File: src/rtl/gpu_pixel_writer_pkg.sv
// Shared definitions for the pixel writer: screen geometry, coordinate and
// framebuffer widths, and a saturating increment helper for the clip counter.
package gpu_pixel_writer_pkg;

    localparam int WIDTH_BITS    = 9;     // enough bits for x in 0..511
    localparam int HEIGHT_BITS   = 8;     // enough bits for y in 0..255
    localparam int FB_SCREEN_W   = 320;
    localparam int FB_SCREEN_H   = 240;
    localparam int FB_ADDR_BITS  = 17;    // covers 320*240 = 76800 words
    localparam int FB_COLOR_BITS = 8;
    localparam int CLIP_CNT_BITS = 16;

    // Increment that sticks at all-ones instead of wrapping.
    function automatic logic [CLIP_CNT_BITS-1:0] sat_inc(input logic [CLIP_CNT_BITS-1:0] val);
        logic [CLIP_CNT_BITS-1:0] res;
        if (val == {CLIP_CNT_BITS{1'b1}}) begin
            res = val;
        end else begin
            res = val + {{(CLIP_CNT_BITS-1){1'b0}}, 1'b1};
        end
        return res;
    endfunction

endpackage

File: src/rtl/gpu_pixel_fifo.sv
// Parameterised synchronous circular FIFO. Full/empty flags are registered
// alongside the count so consumers see clean flop outputs.
module gpu_pixel_fifo #(
    parameter int WIDTH = 25,
    parameter int DEPTH = 4
) (
    input  logic                     clk,
    input  logic                     n_rst,
    input  logic                     push,
    input  logic [WIDTH-1:0]         wdata,
    input  logic                     pop,
    output logic [WIDTH-1:0]         rdata,
    output logic                     full,
    output logic                     empty,
    output logic [$clog2(DEPTH):0]   count
);

    localparam int AW = $clog2(DEPTH);
    localparam int CW = AW + 1;

    logic [WIDTH-1:0] mem_r [DEPTH];
    logic [AW-1:0]    wr_ptr_r;
    logic [AW-1:0]    rd_ptr_r;
    logic [CW-1:0]    count_r;
    logic [CW-1:0]    count_nxt_s;
    logic             full_r;
    logic             empty_r;
    logic             do_push_s;
    logic             do_pop_s;

    assign do_push_s = push && !full_r;
    assign do_pop_s  = pop && !empty_r;

    // Next occupancy: a simultaneous push and pop leaves it unchanged.
    always_comb begin
        count_nxt_s = count_r;
        case ({do_push_s, do_pop_s})
            2'b10:   count_nxt_s = count_r + CW'(1);
            2'b01:   count_nxt_s = count_r - CW'(1);
            default: count_nxt_s = count_r;
        endcase
    end

    // Pointers, count and flags; pointers wrap naturally since DEPTH is 2^AW.
    always_ff @(posedge clk or negedge n_rst) begin
        if (!n_rst) begin
            wr_ptr_r <= {AW{1'b0}};
            rd_ptr_r <= {AW{1'b0}};
            count_r  <= {CW{1'b0}};
            full_r   <= 1'b0;
            empty_r  <= 1'b1;
        end else begin
            if (do_push_s) begin
                wr_ptr_r <= wr_ptr_r + AW'(1);
            end
            if (do_pop_s) begin
                rd_ptr_r <= rd_ptr_r + AW'(1);
            end
            count_r <= count_nxt_s;
            full_r  <= (count_nxt_s == CW'(DEPTH));
            empty_r <= (count_nxt_s == CW'(0));
        end
    end

    // Storage array; contents are don't-care until written, so no reset.
    always_ff @(posedge clk) begin
        if (do_push_s) begin
            mem_r[wr_ptr_r] <= wdata;
        end
    end

    assign rdata = mem_r[rd_ptr_r];
    assign full  = full_r;
    assign empty = empty_r;
    assign count = count_r;

endmodule

File: src/rtl/gpu_pixel_writer.sv
// Pixel stream consumer: clips off-screen pixels, converts (x, y) to a linear
// framebuffer address, queues the writes and issues them over req/ack.
import gpu_pixel_writer_pkg::*;

module gpu_pixel_writer #(
    parameter int SCREEN_W   = FB_SCREEN_W,
    parameter int SCREEN_H   = FB_SCREEN_H,
    parameter int COLOR_BITS = FB_COLOR_BITS,
    parameter int ADDR_BITS  = FB_ADDR_BITS,
    parameter int FIFO_DEPTH = 4
) (
    input  logic                   clk,
    input  logic                   n_rst,
    input  logic [WIDTH_BITS-1:0]  x_i,
    input  logic [HEIGHT_BITS-1:0] y_i,
    input  logic [COLOR_BITS-1:0]  color_i,
    input  logic                   valid_i,
    output logic                   ready_o,
    output logic [ADDR_BITS-1:0]   mem_addr_o,
    output logic [COLOR_BITS-1:0]  mem_data_o,
    output logic                   mem_req_o,
    input  logic                   mem_ack_i,
    output logic                   idle_o,
    output logic [15:0]            clip_cnt_o
);

    localparam int ENTRY_W = ADDR_BITS + COLOR_BITS;
    localparam int CW      = $clog2(FIFO_DEPTH) + 1;
    localparam logic [WIDTH_BITS:0]  SCREEN_W_L = (WIDTH_BITS+1)'(SCREEN_W);
    localparam logic [HEIGHT_BITS:0] SCREEN_H_L = (HEIGHT_BITS+1)'(SCREEN_H);

    typedef enum logic [0:0] {
        ST_IDLE = 1'b0,
        ST_REQ  = 1'b1
    } state_t;

    state_t               state_r;
    state_t               state_nxt_s;
    logic                 pop_s;
    logic                 push_s;
    logic                 clip_s;
    logic                 accept_s;
    logic                 in_range_s;
    logic [ADDR_BITS-1:0] addr_s;
    logic [ENTRY_W-1:0]   fifo_rdata_s;
    logic                 fifo_full_s;
    logic                 fifo_empty_s;
    logic [CW-1:0]        fifo_count_s;
    logic [ADDR_BITS-1:0] mem_addr_r;
    logic [COLOR_BITS-1:0] mem_data_r;
    logic [15:0]          clip_cnt_r;
    logic                 mem_req_s;
    logic                 idle_s;

    assign ready_o    = !fifo_full_s;
    assign accept_s   = valid_i && ready_o;
    assign in_range_s = ({1'b0, x_i} < SCREEN_W_L) && ({1'b0, y_i} < SCREEN_H_L);
    assign push_s     = accept_s && in_range_s;
    assign clip_s     = accept_s && !in_range_s;
    assign addr_s     = ADDR_BITS'(y_i) * ADDR_BITS'(SCREEN_W) + ADDR_BITS'(x_i);

    gpu_pixel_fifo #(
        .WIDTH (ENTRY_W),
        .DEPTH (FIFO_DEPTH)
    ) u_fifo (
        .clk   (clk),
        .n_rst (n_rst),
        .push  (push_s),
        .wdata ({addr_s, color_i}),
        .pop   (pop_s),
        .rdata (fifo_rdata_s),
        .full  (fifo_full_s),
        .empty (fifo_empty_s),
        .count (fifo_count_s)
    );

    // FSM state register; reset abandons any pending write.
    always_ff @(posedge clk or negedge n_rst) begin
        if (!n_rst) begin
            state_r <= ST_IDLE;
        end else begin
            state_r <= state_nxt_s;
        end
    end

    // Next state and pop: load a new head when idle, or back-to-back on ack.
    always_comb begin
        state_nxt_s = state_r;
        pop_s       = 1'b0;
        case (state_r)
            ST_IDLE: begin
                if (!fifo_empty_s) begin
                    pop_s       = 1'b1;
                    state_nxt_s = ST_REQ;
                end else begin
                    state_nxt_s = ST_IDLE;
                end
            end
            ST_REQ: begin
                if (mem_ack_i) begin
                    if (!fifo_empty_s) begin
                        pop_s       = 1'b1;
                        state_nxt_s = ST_REQ;
                    end else begin
                        state_nxt_s = ST_IDLE;
                    end
                end else begin
                    state_nxt_s = ST_REQ;
                end
            end
            default: begin
                state_nxt_s = ST_IDLE;
            end
        endcase
    end

    // Handshake and status outputs, decoded from registered state only.
    always_comb begin
        mem_req_s = 1'b0;
        idle_s    = 1'b0;
        case (state_r)
            ST_IDLE: begin
                mem_req_s = 1'b0;
                idle_s    = (fifo_count_s == CW'(0));
            end
            ST_REQ: begin
                mem_req_s = 1'b1;
                idle_s    = 1'b0;
            end
            default: begin
                mem_req_s = 1'b0;
                idle_s    = 1'b0;
            end
        endcase
    end

    // Output address/data registers, loaded only when a head is popped.
    always_ff @(posedge clk or negedge n_rst) begin
        if (!n_rst) begin
            mem_addr_r <= {ADDR_BITS{1'b0}};
            mem_data_r <= {COLOR_BITS{1'b0}};
        end else if (pop_s) begin
            mem_addr_r <= fifo_rdata_s[ENTRY_W-1:COLOR_BITS];
            mem_data_r <= fifo_rdata_s[COLOR_BITS-1:0];
        end else begin
            mem_addr_r <= mem_addr_r;
            mem_data_r <= mem_data_r;
        end
    end

    // Saturating count of discarded off-screen pixels.
    always_ff @(posedge clk or negedge n_rst) begin
        if (!n_rst) begin
            clip_cnt_r <= 16'h0000;
        end else if (clip_s) begin
            clip_cnt_r <= sat_inc(clip_cnt_r);
        end else begin
            clip_cnt_r <= clip_cnt_r;
        end
    end

    assign mem_addr_o = mem_addr_r;
    assign mem_data_o = mem_data_r;
    assign mem_req_o  = mem_req_s;
    assign idle_o     = idle_s;
    assign clip_cnt_o = clip_cnt_r;

endmodule

File: config.mk
export PLATFORM = sky130hd
export DESIGN_NAME = gpu_pixel_writer
export DESIGN_NICKNAME = d
export VERILOG_FILES = /design/src/rtl/gpu_pixel_writer_pkg.sv /design/src/rtl/gpu_pixel_fifo.sv /design/src/rtl/gpu_pixel_writer.sv
export SDC_FILE = /design/constraint.sdc
export NUM_CORES = 1
export LEC_CHECK = 0
export BUFFER_PORTS_ARGS = -buffer_cell sky130_fd_sc_hd__clkbuf_2
export CAP_MARGIN = 15
export CORE_AREA = 8 8 115 117
export DETAILED_ROUTE_END_ITERATION = 8
export DIE_AREA = 0 0 123 125
export GPL_TIMING_DRIVEN = 0
export PLACE_DENSITY_LB_ADDON = 0.08
export SLEW_MARGIN = 20
export SYNTH_ARGS = -nofsm -noshare
export SYNTH_HDL_FRONTEND = slang
export SYNTH_SLANG_ARGS = --single-unit
File: constraint.sdc
create_clock -name clk -period 2.72 [get_ports clk]
set_input_delay 0.544 -clock clk [delete_from_list [all_inputs] [get_ports clk]]
set_output_delay 0.544 -clock clk [all_outputs]
set_load 0.05 [all_outputs]
==> summary.txt, run 1 <==
Setup path
  – Critical path's largest stage delay: 430 ps
  – Endpoint required time on the critical path: between 2000 and 3000 ps
  – CP Capture Type: flip-flop
  – Cell mode on critical path: ha_1
  – WS Path Type: input pin to flip-flop
  – CP Max Fanout: 4
  – WP buf/inv: 1
  – CP Launch Type: input pin
  – Crit path DAT: around 2800 ps
  – Delay-heaviest family, CP: adder cells
  – Slowest CP cell: fa_1
  – CP cell instances: clkbuf_2 > ha_1 > ha_1 > fa_1 > a211oi_2 > nor2_1 > xor2_2 > nand3b_4 > o32ai_2

Synthesis
  – Cell variety after synth: 48
  – Mapped cell area: ~6400 um2
  – Sequential area share after synthesis: between 60% and 70%
  – Post-synth top flop: edfxtp_1
  – Syn avg cell area: between 15 and 20 um2
  – Async set-reset flop share out of synthesis: between 30% and 40%
  – Syn nets: about 420
  – Post-Syn Instances: about 370
  – Syn. warnings: 0
  – Post-synth top cells: edfxtp_1 (100), dfrtp_1 (50), mux2_2 (25), mux4_2 (25)
  – Synth area leaders: edfxtp_1 (47%), dfrtp_1 (19%), mux4_2 (8.7%)
  – Share of Yosys cell area claimed by the top area cell type: ~47%
  – Flops & latches, synth: ~150
  – Biggest area consumer among synthesized cells: edfxtp_1
  – Post-synth EDFFs: 100
  – Most frequent cell after synthesis: edfxtp_1

Final layout
  – Area Overhead vs Synth: 20.2%
  – Post-route cell area: between 7000 and 8000 um2
  – Storage cell area: between 4000 and 5000 um2
  – Fill cell count: slightly above 800
  – Share of layout cells above drive strength 1: between 30% and 40%
  – Area taken by multi-input logic gates: around 2100 um2
  – NumNets Final: between 500 and 600
  – Antenna cells: 0

Min path
  – Worst Hold Class: input pin to async pin

Die
  – Core area: 11600 um2
  – DIE WIDTH: roughly 120 um
  – Row cnt: 40
  – Initial core utilization: 55.4%
  – Die height: roughly 130 um
  – Ports: 73
  – Die footprint: about 15000 um2

Placement
  – Final HPWL DP: about 7600 um
  – IO Port Bufs: 72
  – GPL Wtd Cong: 0.769
  – Placed Instance Area: 7010 um2

CTS
  – Skew-Pair Late Insertion Delay: 410 ps
  – CTS max path bufs: 2
  – CTS root buffer: clkbuf_16
  – CTS H-tree depth: 4
  – CTS tree: built
  – Clk slew on worst S/H paths: about 60 ps
  – CTS Sinks: between 150 and 200
  – Hold_buf cts: 0
  – Num CTS Buffers: 17

Route
  – Initial DRC Count: 190
  – Via/cell ratio: 5.41
  – Wire per inst: ~18 um
  – Vias: 3371
  – WL final: roughly 12000 um
  – Post-route DRC violation count: 0
  – 1st-pass router iterations: 4
  – Remaining antenna violation count after routing: 0

GRT
  – Gr ovfl total: 0
  – Antenna violations before repair: 0
  – Number of global-route vias before repair: between 3000 and 4000
  – Total GRT Usage: about 16%
  – Largest net degree at the start of global routing: 52
  – First-pass GRT wire length: between 15000 and 20000 um

STA
  – Clk_skew: 12.5 ps
  – Setup violators final: 0
  – Unrepaired setup endpoints after global routing: false
  – Final Critical Period: about 2700 ps
  – Worst-Margin Slew: 761 ps
  – Final hold vios: 0
  – Setup_tns: 0 ps
  – Max-slew violations: 0
  – Final Cycle Share: 98.0%
  – Max Clock Freq: roughly 0.38 GHz
  – Slew HR: roughly 50%

Status
  – Status: finished clean

Job
  – Max cap viols: 0

Power and ir drop
  – Cell area power density: 1110 nW/um2
  – Worst VDD drop: 0.655 mV
  – LEAKAGE: a little over 3 nW
## routing by layer
| metal | track usage (%) | wire length, um | up-vias |
|---|---|---|---|
| li1 | - | - | 1597 |
| met1 | 19.7 | 4820 | 1684 |
| met2 | 26.5 | 5940 | 80 |
| met3 | 4.28 | 613 | 10 |
| met4 | 6.95 | 150 | 0 |
| met5 | 0 | 0 | - |
## per-stage QoR
stage / util (%) / total power [mW] / worst slack (ps) / instances / hold slack (ps)
floorplan: - / 5.41 / 6.46 / 368 / 248
global placement: 60.2 / 6.03 / -412 / 587 / 445
detailed placement: 60.4 / 6.11 / -489 / 588 / 481
CTS: 66.3 / 8.72 / 55.2 / 620 / 246
global route: 66.6 / 9.03 / 3.96 / 623 / 300
finish: 66.6 / 8.62 / 55.4 / 623 / 227
## flip-flops by register name, indices dropped and copies added, names as in the netlist
signal	count
u_fifo.rd_ptr_r	2
u_fifo.wr_ptr_r	2
u_fifo.count	3
u_fifo.full	1
u_fifo.mem_r	100
clip_cnt_o	16
state_r	1
u_fifo.empty	1
mem_addr_o	17
mem_data_o	8
## cells in the final DEF, fill, tap and decap left out, types with 3 or more instances in the layout
master / count
dfrtp_1: 50
o21ai_0: 6
nand4_1: 5
ha_1: 21
and2_2: 4
mux2_2: 25
a21oi_1: 5
nand2_1: 11
xor2_1: 9
clkinv_4: 3
edfxtp_1: 100
buf_2: 4
clkbuf_2: 71
nor2_1: 11
clkbuf_1: 4
mux4_2: 25
buf_4: 3
inv_1: 16
nand3_1: 7
clkbuf_16: 21
bufinv_16: 3
nor3_1: 3
fa_1: 3
xnor2_1: 21
buf_6: 4
## final timing paths
check	start	to	slack (ps)	depth (start not counted)
max	y_i[1]	u_fifo.mem_r[3][24]	60	9
min	n_rst	mem_addr_o[0]	230	1
max reg2reg	state_r	u_fifo.full	350	9
min reg2reg	clip_cnt_o[15]	clip_cnt_o[15]	500	1
max in group asynchronous	n_rst	u_fifo.count[2]	2000	1
min in group clk	color_i[0]	u_fifo.mem_r[1][0]	350	1
## power by group
part	switching (mW)	leakage (nW)	total, mW	internal, mW
Combinational	1.76	1.23	2.81	1.04
Sequential	0.241	1.53	3.24	3.00
Clock	0.879	0.329	2.58	1.70
## kinds of logic after synthesis
group | count (synthesis) | share of synthesized area (%)
AOI/OAI and AO/OA | 26 | 3.19
xor gates and xnor gates | 32 | 4.36
adders and majority gates | 24 | 5.02
buffers and inverters | 25 | 2.00
DFF | 151 | 66.5
muxes | 52 | 13.5
and+or+nand+nor | 58 | 5.41
## what timing repair did
action / in CTS / in global routing
endpoints found under the setup margin: 6 / 6
resized for setup: 2 / 1
pin swaps: 0 / 1
setup buffers: 0 / 3
## cell type report
class | count | share of cell area [%]
Clock inverter | 7 | 1.62
Sequential cell | 151 | 55.3
Buffer | 9 | 0.890
Clock buffer | 25 | 7.12
Inverter | 16 | 0.777
Multi-Input combinational cell | 192 | 26.6
Tap cell | 147 | 2.38
Timing Repair Buffer | 76 | 5.24
No activity file was read; power rests on OpenSTA's default activity.
==> run 2, diff against run 1 <==
--- a/config.mk
+++ b/config.mk
@@ -11,7 +11,7 @@
 export DETAILED_ROUTE_END_ITERATION = 8
 export DIE_AREA = 0 0 123 125
 export GPL_TIMING_DRIVEN = 0
-export PLACE_DENSITY_LB_ADDON = 0.08
+export PLACE_DENSITY = 0.78
 export SLEW_MARGIN = 20
 export SYNTH_ARGS = -nofsm -noshare
 export SYNTH_HDL_FRONTEND = slang
==> summary.txt, run 2 (synthesized netlist as in run 1, its figures left out) <==
Status
  – Status: finished clean

Setup path
  – Crit. Startpoint: y_i[1]
  – Endpoint required time on the critical path: 2850 ps
  – CP Max Fanout: 4
  – Worst r2r path cells: 9
  – Crit path DAT: 2660 ps
  – R2R Path Start: state_r
  – Worst R2R Setup Slack: ~380 ps
  – CP Launch Type: input pin
  – R2r endpoint: u_fifo.full
  – CP Capture Type: flip-flop
  – Critical path endpoint: u_fifo.mem_r[1][23]
  – WS Path Type: input pin to flip-flop

CTS
  – CTS root buffer: clkbuf_16
  – CTS H-tree depth: 4
  – CTS max path bufs: 2
  – Skew-Pair Late Insertion Delay: 410 ps
  – CTS tree: built
  – Num CTS Buffers: 17
  – Clk slew on worst S/H paths: roughly 60 ps
  – CTS Sinks: 151

STA
  – Setup ws final: approximately 190 ps
  – Max-slew violations: 0
  – Worst-Margin Slew: around 740 ps
  – Final hold vios: 0
  – Setup_tns: 0 ps
  – Unrepaired setup endpoints after global routing: false
  – Final Cycle Share: 93.1%
  – Final Critical Period: between 2000 and 3000 ps
  – Max Clock Freq: between 0.3 and 0.4 GHz
  – Clk_skew: roughly 4 ps
  – Setup violators final: 0
  – Hold Slack: about 210 ps
  – Slew HR: between 50% and 60%

GRT
  – Number of global-route vias before repair: 3737
  – Global Route met1 Usage: between 10% and 20%
  – Gr ovfl total: 0
  – First-pass GRT wire length: between 15000 and 20000 um
  – Largest net degree at the start of global routing: 52
  – Total GRT Usage: around 17%
  – Antenna violations before repair: 0
  – Met3 Track Usage GR: between 4 and 5%
  – GRT met2 Usage: a little over a quarter
  – Most Crowded Layer GR: met2

Die
  – Die height: roughly 130 um
  – Row cnt: 40
  – Die footprint: roughly 15000 um2
  – Ports: 73
  – Core area: between 10000 and 15000 um2
  – DIE WIDTH: ~120 um
  – Initial core utilization: 55.4%

Min path
  – Worst Hold Class: input pin to async pin

Final layout
  – Area Overhead vs Synth: 18.3%
  – Commonest non-fill, non-tap cell in the layout: edfxtp_1
  – Max FFs per register: 100
  – Final Non-Filler Cells: 620
  – Post-route cell area: about 7600 um2
  – Final Util: 65.5%
  – Most frequent cells in the layout: edfxtp_1 (100), clkbuf_2 (71), dfrtp_1 (50)
  – Share of layout cells above drive strength 1: 39.1%
  – Antenna cells: 0
  – Biggest register: u_fifo.mem_r
  – NumNets Final: 513

Route
  – Post-route DRC violation count: 0
  – Via/cell ratio: 5.57
  – Remaining antenna violation count after routing: 0
  – WL final: around 12000 um
  – 1st-pass router iterations: 4
  – Vias: between 3000 and 4000
  – Initial DRC Count: approximately 230
  – Wire per inst: just under 20 um

Placement
  – Post-place setup slack: -379 ps
  – IO Port Bufs: 72
  – GPL Wtd Cong: just over 0.8
  – Placed Instance Area: around 7000 um2
  – Final HPWL DP: roughly 7700 um
  – Placed cells: just under 600

Job
  – Max cap viols: 0

Power and ir drop
  – LEAKAGE: 3.00 nW
  – Worst VDD drop: around 0.54 mV
  – Cell area power density: around 1100 nW/um2
  – Power Total: 8.33 mW
## run 2: final cells by class
cell class                      count  area, um2
Timing Repair Buffer               73        370
Inverter                           16       60.1
Clock buffer                       21        450
Sequential cell                   151       4280
Buffer                              9       68.8
Multi-Input combinational cell    192       2070
Clock inverter                     11        125
Fill cell                         791       4000
Tap cell                          147        184
## run 2: critical path: stages
cell      delay [ps]
clkbuf_2         110
ha_1             300
ha_1             250
fa_1             550
o211a_1          180
nand3_1           80
nor3_1           270
nand3_1          170
xor2_2           220
## run 2: metal layers
layer	part of all wire (%)	up-vias
met5	0	-
met4	1.8	0
met3	5.7	19
met2	53	115
met1	40	1736
li1	-	1583
## run 2: worst min-delay path by stage
stage / to / depth (start not counted)
finish: clip_cnt_o[5] / 1
global route: state_r / 1
CTS: clip_cnt_o[1] / 1
detailed placement: state_r / 1
global placement: state_r / 1
floorplan: clip_cnt_o[0] / 0
## run 2: power by group
part,leakage [nW],switching [mW],internal [mW]
combinational,1.21,1.79,1.03
sequential,1.53,0.262,3.00
clock,0.266,0.872,1.37
total,3.00,2.92,5.40
## run 2: repair_timing
action | 4_1_cts | 5_1_grt
gates resized for setup | 1 | 3
cloned | 0 | 0
pin swaps | 0 | 2
setup buffers | 0 | 1
hold buffers | 0 | 0
setup endpoints to repair | 3 | 9
==> run 3, diff against run 2 <==
--- a/config.mk
+++ b/config.mk
@@ -5,11 +5,11 @@
 export SDC_FILE = /design/constraint.sdc
 export NUM_CORES = 1
 export LEC_CHECK = 0
-export BUFFER_PORTS_ARGS = -buffer_cell sky130_fd_sc_hd__clkbuf_2
+export BUFFER_PORTS_ARGS = -buffer_cell sky130_fd_sc_hd__buf_4
 export CAP_MARGIN = 15
-export CORE_AREA = 8 8 115 117
+export CORE_AREA = 8 8 104 129
 export DETAILED_ROUTE_END_ITERATION = 8
-export DIE_AREA = 0 0 123 125
+export DIE_AREA = 0 0 112 137
 export GPL_TIMING_DRIVEN = 0
 export PLACE_DENSITY = 0.78
 export SLEW_MARGIN = 20
==> summary.txt, run 3 (synthesized netlist as in run 1, its figures left out) <==
Status
  – Status: finished clean

Final layout
  – Max FFs per register: 100
  – Most frequent cells in the layout: edfxtp_1 (100), buf_4 (73), dfrtp_1 (50)
  – Share of layout cells above drive strength 1: around two fifths
  – Biggest register: u_fifo.mem_r
  – Final Util: between 60% and 70%
  – Antenna cells: 0
  – NumNets Final: slightly above 500
  – Commonest non-fill, non-tap cell in the layout: edfxtp_1
  – Area Overhead vs Synth: 22.3%

Die
  – Row cnt: 44
  – Die height: around 140 um
  – Die footprint: between 15000 and 20000 um2
  – Core area: 11500 um2
  – Ports: 73
  – Initial core utilization: ~56%
  – DIE WIDTH: ~110 um

Route
  – Remaining antenna violation count after routing: 0
  – Via/cell ratio: about 5.6
  – 1st-pass router iterations: 4
  – Post-route DRC violation count: 0
  – WL final: between 10000 and 15000 um
  – Vias: between 3000 and 4000
  – Initial DRC Count: around 140
  – Wire per inst: between 15 and 20 um

STA
  – Final Critical Period: roughly 2600 ps
  – Setup violators final: 0
  – Max Clock Freq: roughly 0.39 GHz
  – Setup_tns: 0 ps
  – Final hold vios: 0
  – Final Cycle Share: between 90% and 100%
  – Worst-Margin Slew: between 700 and 800 ps
  – Slew HR: around 53%
  – Clk_skew: 6.23 ps
  – Max-slew violations: 0
  – Unrepaired setup endpoints after global routing: false

Power and ir drop
  – Register share of total power: around 37%
  – Clock network power share: between 20% and 30%
  – Switch share: about a third
  – Worst VDD drop: 0.500 mV
  – LEAKAGE: around 3.1 nW
  – Combinational Power Share: between 30% and 40%
  – Power Internal: about 5.9 mW
  – Cell area power density: 1130 nW/um2
  – Psw: just under 3 mW

CTS
  – Num CTS Buffers: 17
  – Clk slew on worst S/H paths: about 60 ps
  – CTS tree: built
  – CTS max path bufs: 2
  – CTS H-tree depth: 4
  – CTS Sinks: 151
  – CTS root buffer: clkbuf_16
  – Skew-Pair Late Insertion Delay: about 400 ps

Setup path
  – CP Max Fanout: 4
  – Endpoint required time on the critical path: between 2000 and 3000 ps
  – Crit path DAT: around 2800 ps
  – CP Launch Type: input pin
  – WS Path Type: input pin to flip-flop
  – Worst R2R Setup Slack: 370 ps
  – CP Capture Type: flip-flop

Min path
  – Worst Hold Class: input pin to async pin

Placement
  – GPL Wtd Cong: approximately 0.75
  – Final HPWL DP: ~7700 um
  – IO Port Bufs: 72

Job
  – Max cap viols: 0

GRT
  – Largest net degree at the start of global routing: 52
  – Antenna violations before repair: 0
  – Number of global-route vias before repair: around 3700
  – Total GRT Usage: between 10% and 20%
  – First-pass GRT wire length: roughly 19000 um
  – Gr ovfl total: 0
-- run 3: changes by cell type in the layout (fill, tap and decap cells not counted), moves of 2 or more --
cell and delta:
buf_4 +72, clkbuf_1 -2, bufinv_16 +4, clkinvlp_4 -3, clkbuf_2 -71, clkinv_4 +3
clkinv_2 -2
-- run 3: path summary, 6_finish.rpt --
check                                           end         start  cells past startpoint
max in group asynchronous        u_fifo.wr_ptr_r[0]         n_rst                      1
worst min-delay path                 mem_addr_o[15]         n_rst                      1
min in group clk                            state_r     mem_ack_i                      2
worst min register to register              state_r  u_fifo.empty                      1
worst max register to register          u_fifo.full       state_r                      9
worst max-delay path            u_fifo.mem_r[3][24]        y_i[1]                      9
-- run 3: cell type report --
cell class	count	area (um2)
clock inverter	14	248
fill	751	3580
inverter	16	60.1
multi-input combinational	192	2060
sequential	151	4280
clock buffer	18	429
tap	138	173
buffer	9	68.8
timing repair buffer	73	548
-- run 3: layer usage --
metal	track usage [%]	part of all wire, %	vias to the layer above
met3	4.46	4.1	12
met5	0	0	-
met1	17.2	40	1751
met2	29.8	55	74
met4	6.61	1.4	0
li1	-	-	1581
-- run 3: repair_timing --
| action | CTS | global route |
|---|---|---|
| buffers inserted | 0 | 1 |
| hold buffers | 0 | 0 |
| pin swaps | 0 | 1 |
| gates resized for setup | 1 | 2 |
| setup endpoints to repair | 2 | 5 |
-- run 3: worst max-delay path, stage by stage --
cell and delay [ps]:
buf_4 120, ha_1 290, ha_1 250, fa_1 430
a211oi_2 280, nor2_1 120, xor2_2 260, nand3b_4 130
o32ai_4 350
-- run 3: stage by stage --
step / total power, mW / setup slack, ps / hold slack, ps / area (um2) / instances
6_report: 8.86 / 165 / 170 / 7870 / 611
5_1_grt: 9.22 / 44.5 / 218 / 7870 / 611
4_1_cts: 8.93 / 2.07 / 187 / 7840 / 610
3_5_place_dp: 6.28 / -403 / 459 / 7160 / 578
3_3_place_gp: 6.17 / -370 / 444 / 7150 / 578
2_1_floorplan: 5.41 / 6.46 / 248 / 6440 / 368
-- run 3: power groups by stage --
stage | combinational, mW | clock [mW] | sequential, mW
after global routing | 3.18 | 2.73 | 3.32
final | 2.97 | 2.62 | 3.26
after detailed placement | 2.98 | 0 | 3.30
after CTS | 3.01 | 2.65 | 3.27
after global placement | 2.89 | 0 | 3.27
after floorplan | 1.36 | 0 | 4.06
